**src/rtl/alu.sv**
```systemverilog
// alu: 16-bit ALU with combinational result/flags and registered copies.
module alu (
   input  logic        clk,
   input  logic        rst_n,
   input  logic [15:0] a,
   input  logic [15:0] b,
   input  logic [3:0]  alu_op,
   output logic [15:0] result,
   output logic        zero,
   output logic        carry,
   output logic        overflow,
   output logic        negative,
   output logic [15:0] result_q,
   output logic [3:0]  flags_q
);
   localparam logic [3:0] OP_ADD  = 4'h0;
   localparam logic [3:0] OP_SUB  = 4'h1;
   localparam logic [3:0] OP_AND  = 4'h2;
   localparam logic [3:0] OP_OR   = 4'h3;
   localparam logic [3:0] OP_SLT  = 4'h4;
   localparam logic [3:0] OP_SLL  = 4'h5;
   localparam logic [3:0] OP_SRL  = 4'h6;
   localparam logic [3:0] OP_XOR  = 4'h7;
   localparam logic [3:0] OP_NOR  = 4'h8;
   localparam logic [3:0] OP_SRA  = 4'h9;
   localparam logic [3:0] OP_SLTU = 4'hA;
   logic [16:0] sum;
   logic [16:0] diff;
   logic        no_borrow;
   assign sum       = {1'b0, a} + {1'b0, b};
   assign diff      = {1'b0, a} - {1'b0, b};
   assign no_borrow = ~diff[16];
   // Compares share the subtractor so carry reports NOT borrow of a-b.
   always_comb begin
      result   = '0;
      carry    = 1'b0;
      overflow = 1'b0;
      case (alu_op)
         OP_ADD: begin
            result   = sum[15:0];
            carry    = sum[16];
            overflow = (a[15] == b[15]) && (sum[15] != a[15]);
         end
         OP_SUB: begin
            result   = diff[15:0];
            carry    = no_borrow;
            overflow = (a[15] != b[15]) && (diff[15] != a[15]);
         end
         OP_AND:  result = a & b;
         OP_OR:   result = a | b;
         OP_XOR:  result = a ^ b;
         OP_NOR:  result = ~(a | b);
         OP_SLT: begin
            result = {15'b0, $signed(a) < $signed(b)};
            carry  = no_borrow;
         end
         OP_SLTU: begin
            result = {15'b0, diff[16]};
            carry  = no_borrow;
         end
         OP_SLL:  result = b << a[3:0];
         OP_SRL:  result = b >> a[3:0];
         OP_SRA:  result = $signed(b) >>> a[3:0];
         default: result = '0;
      endcase
   end
   assign zero     = result == 16'h0000;
   assign negative = result[15];
   always_ff @(posedge clk or negedge rst_n) begin
      if (!rst_n) begin
         result_q <= '0;
         flags_q  <= '0;
      end else begin
         result_q <= result;
         flags_q  <= {negative, overflow, carry, zero};
      end
   end
endmodule

```
**config.mk**
```make
export PLATFORM = sky130hd
export DESIGN_NAME = alu
export DESIGN_NICKNAME = d
export VERILOG_FILES = /design/src/rtl/alu.sv
export SDC_FILE = /design/constraint.sdc
export NUM_CORES = 1
export LEC_CHECK = 0
export BUFFER_PORTS_ARGS = -buffer_cell sky130_fd_sc_hd__buf_4
export CAP_MARGIN = 20
export CELL_PAD_IN_SITES_DETAIL_PLACEMENT = 1
export CELL_PAD_IN_SITES_GLOBAL_PLACEMENT = 2
export CORE_MARGIN = 8
export CORE_UTILIZATION = 34
export CTS_CLUSTER_SIZE = 28
export DETAILED_ROUTE_END_ITERATION = 10
export GPL_TIMING_DRIVEN = 1
export PLACE_DENSITY = 0.94
export SYNTH_ARGS = -nofsm -noshare
export SYNTH_HDL_FRONTEND = slang
export SYNTH_SLANG_ARGS = --single-unit
```
**constraint.sdc**
```tcl
create_clock -name clk -period 4.45 [get_ports clk]
set_input_delay 0.2225 -clock clk [delete_from_list [all_inputs] [get_ports clk]]
set_output_delay 0.2225 -clock clk [all_outputs]
set_load 0.01 [all_outputs]
```
### Yosys cells after proc, flatten, opt, wreduce, memory -nomap -nowiden

Index checks and enable logic that the tools add are counted.

| operators by class | value |
|---|---|
| mux-type cells | 3 |
| bitwise logic cells | 5 |
| eq/ne operators | 14 |
| shift-type cells | 3 |
| add/sub/neg operators | 2 |
| order comparisons | 1 |
| reduce and logical (&&, ||, !) cells | 5 |

Operator list:

| operator | number |
|---|---|
| $pmux 16 s11 | 1 |
| $add 16x16->17 | 1 |
| $sub 16x16->17 | 1 |
| $and 16x16->16 | 1 |
| $eq 4x3->1 const B | 4 |
| $logic_not 16->1 | 1 |
| $lt 16x16->1 | 1 |
| $not 16->16 | 1 |
| $or 16x16->16 | 1 |
| $shl 16x4->16 | 1 |
| $shr 16x4->16 | 1 |
| $sshr 16x4->16 | 1 |
| $xor 16x16->16 | 1 |
| $eq 4x4->1 const B | 3 |
| $eq 4x2->1 const B | 2 |
| $eq 4x1->1 const B | 1 |
| $logic_not 4->1 | 1 |
| $pmux 1 s2 | 2 |
| $ne 1x1->1 | 3 |
| $reduce_or 3->1 | 1 |
| $logic_and 1x1->1 | 2 |
| $eq 1x1->1 | 1 |
| $not 1->1 | 1 |

| word-level totals | value |
|---|---|
| input port bits | 38 |
| word-level logic and storage cells | 35 |
| register bits after elaboration | 20 |

### Longest topological paths before layout

Gate-level depths: netlist of run 1.

| depth | value |
|---|---|
| word-level depth | 4 |
| mapped depth | 15 |
| depth with buffers taken out | 12 |

### Worst setup path before layout of run 1

No wires, ideal clock.

| timing path | value |
|---|---|
| kind | in2out |
| from | input port a[2] |
| to | output port zero |
| data arrival time | 3.536 ns |
| cell stages on the path | 13 |
| path slack | 0.692 ns |
| data required time | 4.228 ns |
| path through | inv_1 clkbuf_1 clkbuf_1 ha_1 nor3_1 a211oi_1 a211o_1 nand2_1 a21boi_0 o211a_1 o41a_2 or4b_1 nor4_2 |

| between the ends | value |
|---|---|
| elaborated cells between the ends (all ways) | 12 |

RTL lines:

| item | RTL line | RTL |
|---|---|---|
| start, declared | 5 | `input logic [15:0] a,` |
| $sub 16x16->17 (tied with other cells) | 31 | `assign diff = {1'b0, a} - {1'b0, b};` |
| $pmux 16 s11 (*) | 38 | `case (alu_op)` |
| via result[13] | 8 | `output logic [15:0] result,` |
| $logic_not 16->1 (*) | 67 | `assign zero = result == 16'h0000;` |
| end, declared | 9 | `output logic zero,` |

The timed path passes the listed nets; every way through them passes the cells marked *.

### Worst setup path in the final report of run 1

| timing path | value |
|---|---|
| from | input port a[1] |
| to | output port zero |

| between the ends | value |
|---|---|
| word-level cells in the longest chain between the ends | 4 |
| elaborated cells between the ends (all ways) | 12 |

RTL lines:

| item | RTL line |
|---|---|
| branches (longest 2 deep; another with $sub 16x16->17) | - |
| $pmux 16 s11 (*) | 38 |
| $logic_not 16->1 (*) | 67 |

Every way passes the cells marked *.

==> results.ini, run 1 <==
[worst_setup_path]
crit_arrival_ns = 3.87
critPathCapture = zero
startpoint = a[1]
worst-path-max-fanout = 36
critical_path_required_ns = 4.23
end_kind = output port
start_kind = input port
crit_type = input port to output port

[clock_network]
cts_hold_buf = 1
cts_made_buffers = 3
max-clock-path-buffers = 2
post_cts_buffers = 0
cts_root_buf = clkbuf_16
cts_tree = built
cts_htree_levels = 1
post_cts_resized = 0
clock-sinks = 19
clkTransAtPathRegs_ns = 0.05

[logic_synthesis]
synth_flop_cell = dfrtp_1
synth_area_um2 = 5000
synth_top_family_by_area = compound AO/OA/AOI/OAI gates
yosysTopAreaCellShare = 0.130
synthSimpleGateAreaFrac = 0.217
synth_mux_area_frac = 0.119
ys_top_cells_by_area = ha_1 13%, dfrtp_1 9.5%, mux4_2 5.4%
async_flop_share = 1.00
syn_nets = 764
synth_enable_flop_cells = 0
synth_cells = 672
avgSynthCellArea_um2 = 7.45
yosysTopAreaCell = ha_1
ys_seq_area_frac = 0.0950
synth_compound_gate_area_share = 0.333
synth_fa_ha_area_frac = 0.138
yosysUniqueCellTypes = 74
synth_xor_area_frac = 0.0105
ys_seq_elements = 19
ys_warn_count = 0

[hold_path]
min_path_type = input port to flip-flop

[pwr]
combPwrFrac = 0.646
internal_power_uw = 593
swShare = 0.458
p_leak_nw = 2.53
powerDensity_nw_per_um2 = 191
clockPowerShare = 0.169
ir_drop_uv = 115
p_total_mw = 1.09
pwr-share-seq = 0.185
p_sw_uw = 501

[place]
io_buffers = 77
hpwl_um = 17900
post-place-ws_ns = 0.367
routabilityCongestion = 0.926

[drt]
drt-initial-drc-count = 617
vias = 5936
routedWlPerCell_um = 25.6
antenna_left = 0
drt_wl_total_um = 22700
drtPass1Iterations = 5
via_per_inst = 6.69
drc = 0

[sta]
relSlewSlack = 0.326
finalMaxSlewViolations = 0
hold_violations = 0
min_period_over_period = 0.919
hold_slack_ns = 0.186
setup_tns_ns = 0
grt_setup_unrepaired = false
fmax_mhz = 245
tightest_slew_ns = 1.01
setup_ws_ns = 0.360
setup_viol = 0
fin_crit_ns = 4.09

[floorplan]
rows = 44
io_pins = 78
die_x_um = 137
die_y_um = 137
dieArea_um2 = 18900
start_util = 0.346
fp.coreArea_um2 = 14500

[global_route]
gr-total-overflow = 0
track_usage = 0.235
grt_pass1_vias = 5867
grt_max_degree = 44
grt_first_pass_wirelength_um = 34700
grt_antenna_before_repair = 1

[cells_and_area]
diodes = 0
areaGrowthSynthToFinish_pct = 14.4
nets = 796
drive_gt1_frac = 0.178

[run]
maxCapViolCount = 0

[run_status]
status = complete, no violations

metrics by stage:
step,cell area [µm²],utilization,std cells
floorplan,5000,-,672
global placement,5630,0.389,882
detailed placement,5630,0.389,882
CTS,5730,0.395,887
global route,5730,0.395,887
finish,5730,0.395,887
critical path, cell delays in order:
cell and delay, ns:
buf_4 0.35, inv_1 0.18, buf_4 0.28, fa_1 0.49, nand2b_1 0.18, a21oi_1 0.24, o31ai_1 0.18, o21ai_0 0.49
xor2_1 0.14, a211o_1 0.36, nand4bb_1 0.23, nor4_2 0.33, buf_4 0.19
registers in the layout (all words and copies together), names as in the netlist:
name and cells:
flags_q 4, result_q 15
synthesized netlist by cell type (all sizes together) (6+ instances only):
master  number
a211o        9
a211oi      15
a21o        13
a21oi       45
a221oi       7
a22oi       16
a31oi       11
and2         7
buf         24
clkbuf      35
dfrtp       19
ha          52
inv         45
mux2         6
mux2i       23
mux4        13
nand2       48
nand2b       8
nand3       16
nor2        57
nor2b        9
nor3        13
nor4         9
o211ai      10
o21a         6
o21ai       39
o21bai       6
o221ai       6
o22a         7
per-layer routing:
layer	share of wire	routed length (µm)	global-route usage
met5	0.00057	13	0
met4	0.045	1010	0.105
met3	0.087	1980	0.0314
met2	0.46	10300	0.376
met1	0.41	9370	0.309
power by group through the flow:
stage                     registers [mW]  logic (mW)  clock network [mW]
after floorplan                    0.217       0.408                   0
after global placement             0.204       0.666                   0
after detailed placement           0.206       0.690                   0
after CTS                          0.203       0.694               0.190
after global routing               0.204       0.756               0.195
final                              0.202       0.706               0.185
cells in the final DEF, fill, tap and decap left out, types with 5 or more instances in the layout:
cell / count
a21oi_1: 44
nor3_1: 12
a211o_1: 9
nor4_1: 7
or2_2: 5
o221ai_1: 6
and2_1: 7
a31oi_1: 11
nand2_1: 48
inv_1: 45
o21a_1: 6
a32oi_1: 5
ha_1: 52
a21o_1: 13
mux4_2: 12
a22oi_1: 16
nor2_1: 57
o21bai_1: 6
nand3_1: 16
a211oi_1: 14
nand2b_1: 8
o21ai_0: 38
mux2_2: 6
nor2b_1: 9
nand3b_1: 5
mux2i_1: 23
o211ai_1: 10
o22a_1: 7
o22ai_1: 5
buf_4: 84
dfrtp_1: 19
a221oi_1: 7
or3_1: 5
nand4_1: 5
cells by family (layout without fill, tap and decap cells):
family          after synthesis  after routing
xor+xnor                      6              6
buf+inv                     104            135
compound gates              238            238
flops                        19             19
fa+ha+maj                    54             54
simple gates                209            209
mux                          42             42
worst min-delay path by stage:
stage	to	start	depth (start not counted)	slack [ns]
detailed placement	flags_q[2]	rst_n	1	0.11
finish	flags_q[2]	a[15]	2	0.19
global route	flags_q[2]	a[15]	2	0.19
global placement	result_q[2]	rst_n	1	0.1
floorplan	flags_q[0]	rst_n	0	-0.07
CTS	flags_q[2]	a[15]	2	0.19
final cells by class:
class | instances | area (µm²)
Clock buffer | 3 | 75.1
Clock inverter | 1 | 7.51
Fill cell | 1783 | 8750
Inverter | 45 | 169
Multi-Input combinational cell | 549 | 4110
Sequential cell | 19 | 475
Tap cell | 184 | 230
Timing Repair Buffer | 86 | 661
(Power assumes the default switching activity.)
==> run 2: changes to the inputs <==
Settings changed: RECOVER_POWER set to 100.
==> run 2 against run 1 <==
Die area is the same. Clock power about the same. Cell count is the same. First-iteration DRC count fell by 2.1%. Worst hold slack better by 0.0032 ns. Clock-buffer cell count stayed put. Total power decreased by 3.6%. Critical path depth up 1. Wire length decreased by 0.24%. Maximum frequency decreased by 0.80%. Global-route usage unchanged. Largest cell class unchanged. Largest power group unchanged.
==> results.ini, run 2 (synthesis gave the netlist of run 1 again) <==
[hold_path]
hp-start = a[15]
min_path_type = input port to flip-flop
min_path_cells = 2  ; unchanged

[clock_network]
clkTransAtPathRegs_ns = 0.05  ; about the same
post_cts_resized = 0  ; unchanged
max-clock-path-buffers = 2  ; unchanged
clock-sinks = 19  ; unchanged
cts_htree_levels = 1  ; unchanged
cts_made_buffers = 3  ; unchanged
cts_root_buf = clkbuf_16
cts_tree = built

[cells_and_area]
layout_common_cells = 57 x nor2_1, 52 x ha_1, 48 x nand2_1
areaGrowthSynthToFinish_pct = 11.4
n_fill_cell = 1804  ; +1.2%
layout_commonest_cell = nor2_1
top_regs = result_q: 15 flops, flags_q: 4 flops
nets = 796  ; unchanged
largest_reg_flops = 15  ; unchanged
largest-register = result_q
drive_gt1_frac = 0.117  ; -0.0612
final_core_util = 0.385  ; -0.0106
diodes = 0  ; unchanged

[sta]
min_period_over_period = 0.926  ; +0.00741
setup_viol = 0  ; unchanged
relSlewSlack = 0.290  ; -0.0354
setup_tns_ns = 0  ; unchanged
grt_setup_unrepaired = false
finalMaxSlewViolations = 0  ; unchanged
setup_ws_ns = 0.327  ; -0.0330 ns
fmax_mhz = 243  ; -0.80%
fin_crit_ns = 4.12  ; +0.0330 ns
tightest_slew_ns = 1.06  ; +0.0530 ns
hold_violations = 0  ; unchanged

[place]
io_buffers = 77  ; unchanged
routabilityCongestion = 0.926  ; unchanged
hpwl_um = 17900  ; unchanged
post-place-ws_ns = 0.367  ; unchanged

[pwr]
ir_drop_uv = 114  ; -1.5%
powerDensity_nw_per_um2 = 189  ; -0.91%
p_leak_nw = 2.38  ; -6.2%

[floorplan]
start_util = 0.346  ; unchanged
die_y_um = 137  ; unchanged
fp.coreArea_um2 = 14500  ; unchanged
rows = 44  ; unchanged
die_x_um = 137  ; unchanged
io_pins = 78  ; unchanged
dieArea_um2 = 18900  ; unchanged

[worst_setup_path]
end_kind = output port
cp.depth = 14  ; +1
cp_common_cell = clkbuf_1
worst-path-max-fanout = 7  ; -81%
crit_type = input port to output port
crit_arrival_ns = 3.90  ; +0.03 ns
cp_top_family = compound AO/OA/AOI/OAI gates
start_kind = input port
critical-path-max-stage-delay_ns = 0.46  ; -0.03 ns
cp_cell_sequence = clkbuf_1, inv_1, ha_1, fa_1, o21bai_1, a211oi_2, a21oi_1, nor3_1, o21a_1, a211o_1, nor4b_1, nand4bb_1, nor4_2, clkbuf_1
critical_path_required_ns = 4.23  ; about the same
cpMaxStageDelayCell = fa_1
crit_buf_inv = 3  ; -1
startpoint = a[0]

[drt]
via_per_inst = 6.65  ; -0.69%
drtPass1Iterations = 6  ; +1
drt_wl_total_um = 22600  ; -0.24%
vias = 5895  ; -0.69%
drc = 0  ; unchanged
routedWlPerCell_um = 25.5  ; -0.24%
antenna_left = 0  ; unchanged
drt-initial-drc-count = 604  ; -2.1%

[global_route]
grt_antenna_before_repair = 1  ; unchanged
gr-total-overflow = 0  ; unchanged
grt_max_degree = 44  ; unchanged
grt_first_pass_wirelength_um = 34700  ; unchanged
grt_pass1_vias = 5867  ; unchanged
track_usage = 0.235  ; unchanged

[run]
maxCapViolCount = 0  ; unchanged

[run_status]
status = complete, no violations

## run 2: report_power, final
part | internal, mW | leakage, nW | switching [mW]
combinational | 0.237 | 2.10 | 0.429
sequential | 0.196 | 0.239 | 0.00633
clock | 0.121 | 0.0371 | 0.0648
## run 2: per-layer routing
metal / track usage / share of wire
met3: 0.0314 / 0.086
met4: 0.105 / 0.045
met1: 0.309 / 0.42
met2: 0.376 / 0.45
met5: 0 / 0.00057
## run 2: path summary, 6_finish.rpt
| check | endpoint | slack, ns |
|---|---|---|
| min in group asynchronous | result_q[2] | 0.66 |
| max in group asynchronous | result_q[7] | 3.19 |
| setup / recovery | zero | 0.33 |
| hold / removal | flags_q[2] | 0.19 |
## run 2: layout make-up
cell class              instances  area, µm²  area share
multi-input cells             549       4110       0.737
repair buffers                 86        507      0.0909
flip-flops and latches         19        475      0.0853
well taps                     184        230      0.0413
inverters                      45        169      0.0303
clock buffers                   3       75.1      0.0135
clock inverters                 1       7.51     0.00135
## run 2: metrics by stage
stage | area [µm²] | total power [mW] | cells | hold WS, ns
global placement | 5630 | 0.870 | 882 | 0.0965
floorplan | 5000 | 0.625 | 672 | -0.0731
finish | 5570 | 1.05 | 887 | 0.190
global route | 5570 | 1.11 | 887 | 0.190
CTS | 5730 | 1.09 | 887 | 0.187
detailed placement | 5630 | 0.896 | 882 | 0.107
## run 2: what timing repair did
item / 4_1_cts / 5_1_grt
hold buffers: 1 / 0
setup buffers: 0 / 0
endpoints found under the hold margin: 19 / 0
==> run 3: changes to the inputs <==
Settings changed: BUFFER_PORTS_ARGS -buffer_cell sky130_fd_sc_hd__buf_4 to -buffer_cell sky130_fd_sc_hd__buf_2, MAX_ROUTING_LAYER set to met4.
==> run 3 against run 2 <==
Global-route usage is 0.38 points higher. Flip-flop and latch count stayed put. Wire length is 0.51% lower. Sequential share of layout area is 0.11 points higher. Clock-buffer cell count is 1 higher. Non-clock buffer count is 5 higher. Sequential power hardly changed. Critical path type unchanged. Critical endpoint unchanged. Largest cell class unchanged.
==> results.ini, run 3 (synthesis gave the netlist of run 1 again) <==
[cells_and_area]
layout_commonest_cell = nor2_1
largest_reg_flops = 15  ; unchanged
largest-register = result_q
nets = 801  ; +0.63%
n_fill_cell = 1832  ; +1.6%
areaGrowthSynthToFinish_pct = 9.95
stdcell_count = 892  ; +0.56%
multiInputGateArea_um2 = 4110  ; unchanged
seq_area_um2 = 475  ; unchanged
final_core_util = 0.380  ; -0.00484
diodes = 0  ; unchanged
fin_area_um2 = 5500  ; -1.3%
layout_common_cells = 57 x nor2_1, 52 x ha_1, 48 x nand2_1
drive_gt1_frac = 0.123  ; +0.00624
top_regs = result_q: 15 flops, flags_q: 4 flops

[sta]
min_period_over_period = 0.938  ; +0.0116
tightest_slew_ns = 1.30  ; +0.240 ns
finalMaxSlewViolations = 0  ; unchanged
setup_viol = 0  ; unchanged
setup_tns_ns = 0  ; unchanged
hold_violations = 0  ; unchanged
relSlewSlack = 0.132  ; -0.158
fmax_mhz = 240  ; -1.2%
fin_crit_ns = 4.17  ; +0.0514 ns
grt_setup_unrepaired = false

[drt]
drt-initial-drc-count = 641  ; +6.1%
routed-wl-met3_um = 1670  ; -14%
vias = 5830  ; -1.1%
wl_met1_um = 10200  ; +8.0%
drtPass1Iterations = 7  ; +1
drc = 0  ; unchanged
routedWlPerCell_um = 25.3  ; -1.1%
antenna_left = 0  ; unchanged
top_layer = met4
wl_met2_um = 10100  ; -1.7%
via_per_inst = 6.54  ; -1.7%
drt_wl_total_um = 22500  ; -0.51%

[clock_network]
post_cts_buffers = 0  ; unchanged
cts_made_buffers = 3  ; unchanged
clkTransAtPathRegs_ns = 0.05  ; about the same
cts_root_buf = clkbuf_16
clock-sinks = 19  ; unchanged
cts_tree = built
max-clock-path-buffers = 2  ; unchanged
cts_htree_levels = 1  ; unchanged

[floorplan]
die_x_um = 137  ; unchanged
rows = 44  ; unchanged
io_pins = 78  ; unchanged
fp.coreArea_um2 = 14500  ; unchanged
dieArea_um2 = 18900  ; unchanged
die_y_um = 137  ; unchanged
start_util = 0.346  ; unchanged

[worst_setup_path]
end_kind = output port
crit_type = input port to output port
start_kind = input port
startpoint = alu_op[0]
critical_path_required_ns = 4.23  ; about the same
crit_arrival_ns = 3.95  ; +0.05 ns
worst-path-max-fanout = 27  ; +20

[global_route]
grt_antenna_before_repair = 0  ; -1
gr-total-overflow = 0  ; unchanged
grt_max_degree = 36  ; -18%
grt_pass1_vias = 5847  ; -0.34%
grt_first_pass_wirelength_um = 34500  ; -0.38%
track_usage = 0.239  ; +0.00378

[pwr]
p_leak_nw = 2.36  ; -0.68%
p_sw_uw = 492  ; -1.6%
combPwrFrac = 0.633  ; about the same
powerDensity_nw_per_um2 = 189  ; -0.30%
ir_drop_uv = 113  ; -0.59%
swShare = 0.474  ; about the same
clockPowerShare = 0.173  ; -0.004
pwr-share-seq = 0.195  ; +0.004
internal_power_uw = 546  ; -1.5%

[place]
io_buffers = 77  ; unchanged
hpwl_um = 17600  ; -1.4%
routabilityCongestion = 0.967  ; +4.5%
place_area_um2 = 5470  ; -3.0%
dp.cells = 887  ; +0.57%

[run]
maxCapViolCount = 0  ; unchanged

[hold_path]
min_path_type = input port to flip-flop
hp-start = a[15]

[run_status]
status = complete, no violations

run 3: final timing paths:
kind | end | depth (start not counted)
min in group asynchronous | result_q[1] | 2
worst min-delay path | flags_q[2] | 2
max in group asynchronous | result_q[9] | 2
worst max-delay path | zero | 11
run 3: critical path, cell delays in order:
cell and delay (ns):
clkbuf_1 0.92, nor4bb_1 0.88, nor2_1 0.28, or3_1 0.53, a22o_1 0.29, o221ai_1 0.19, nor2_1 0.09, nor4b_1 0.17
nand4bb_1 0.14, nor4_2 0.07, clkbuf_1 0.16
run 3: timing repair:
action / CTS / global route
hold endpoints to repair: 19 / 0
resized for setup: 0 / 0
hold buffers: 1 / 0
run 3: layout make-up:
cell class	count	area share
timing repair buffer	91	0.0801
sequential	19	0.0864
multi-input combinational	549	0.747
inverter	45	0.0307
clock buffer	4	0.0143
tap	184	0.0418
run 3: through the flow:
step                hold slack, ns  worst slack (ns)  power [mW]
floorplan                  -0.0731             0.692       0.625
global placement             0.155             0.628       0.839
detailed placement           0.169             0.452       0.855
CTS                          0.219             0.428        1.04
global route                 0.241            0.0758        1.10
finish                       0.228             0.276        1.04
run 3: per-layer routing:
layer  vias to the layer above  global-route usage
met4                         0              0.0670
met1                      2913               0.324
li1                       2589                   -
met5                         -                   -
met3                        41              0.0263
met2                       287               0.368
run 3: power groups by stage:
stage	Clock, mW	Combinational [mW]	Sequential (mW)
6_report	0.179	0.657	0.202
5_1_grt	0.191	0.706	0.204
4_1_cts	0.186	0.657	0.202
3_5_place_dp	0	0.650	0.204
3_3_place_gp	0	0.636	0.203
2_1_floorplan	0	0.408	0.217
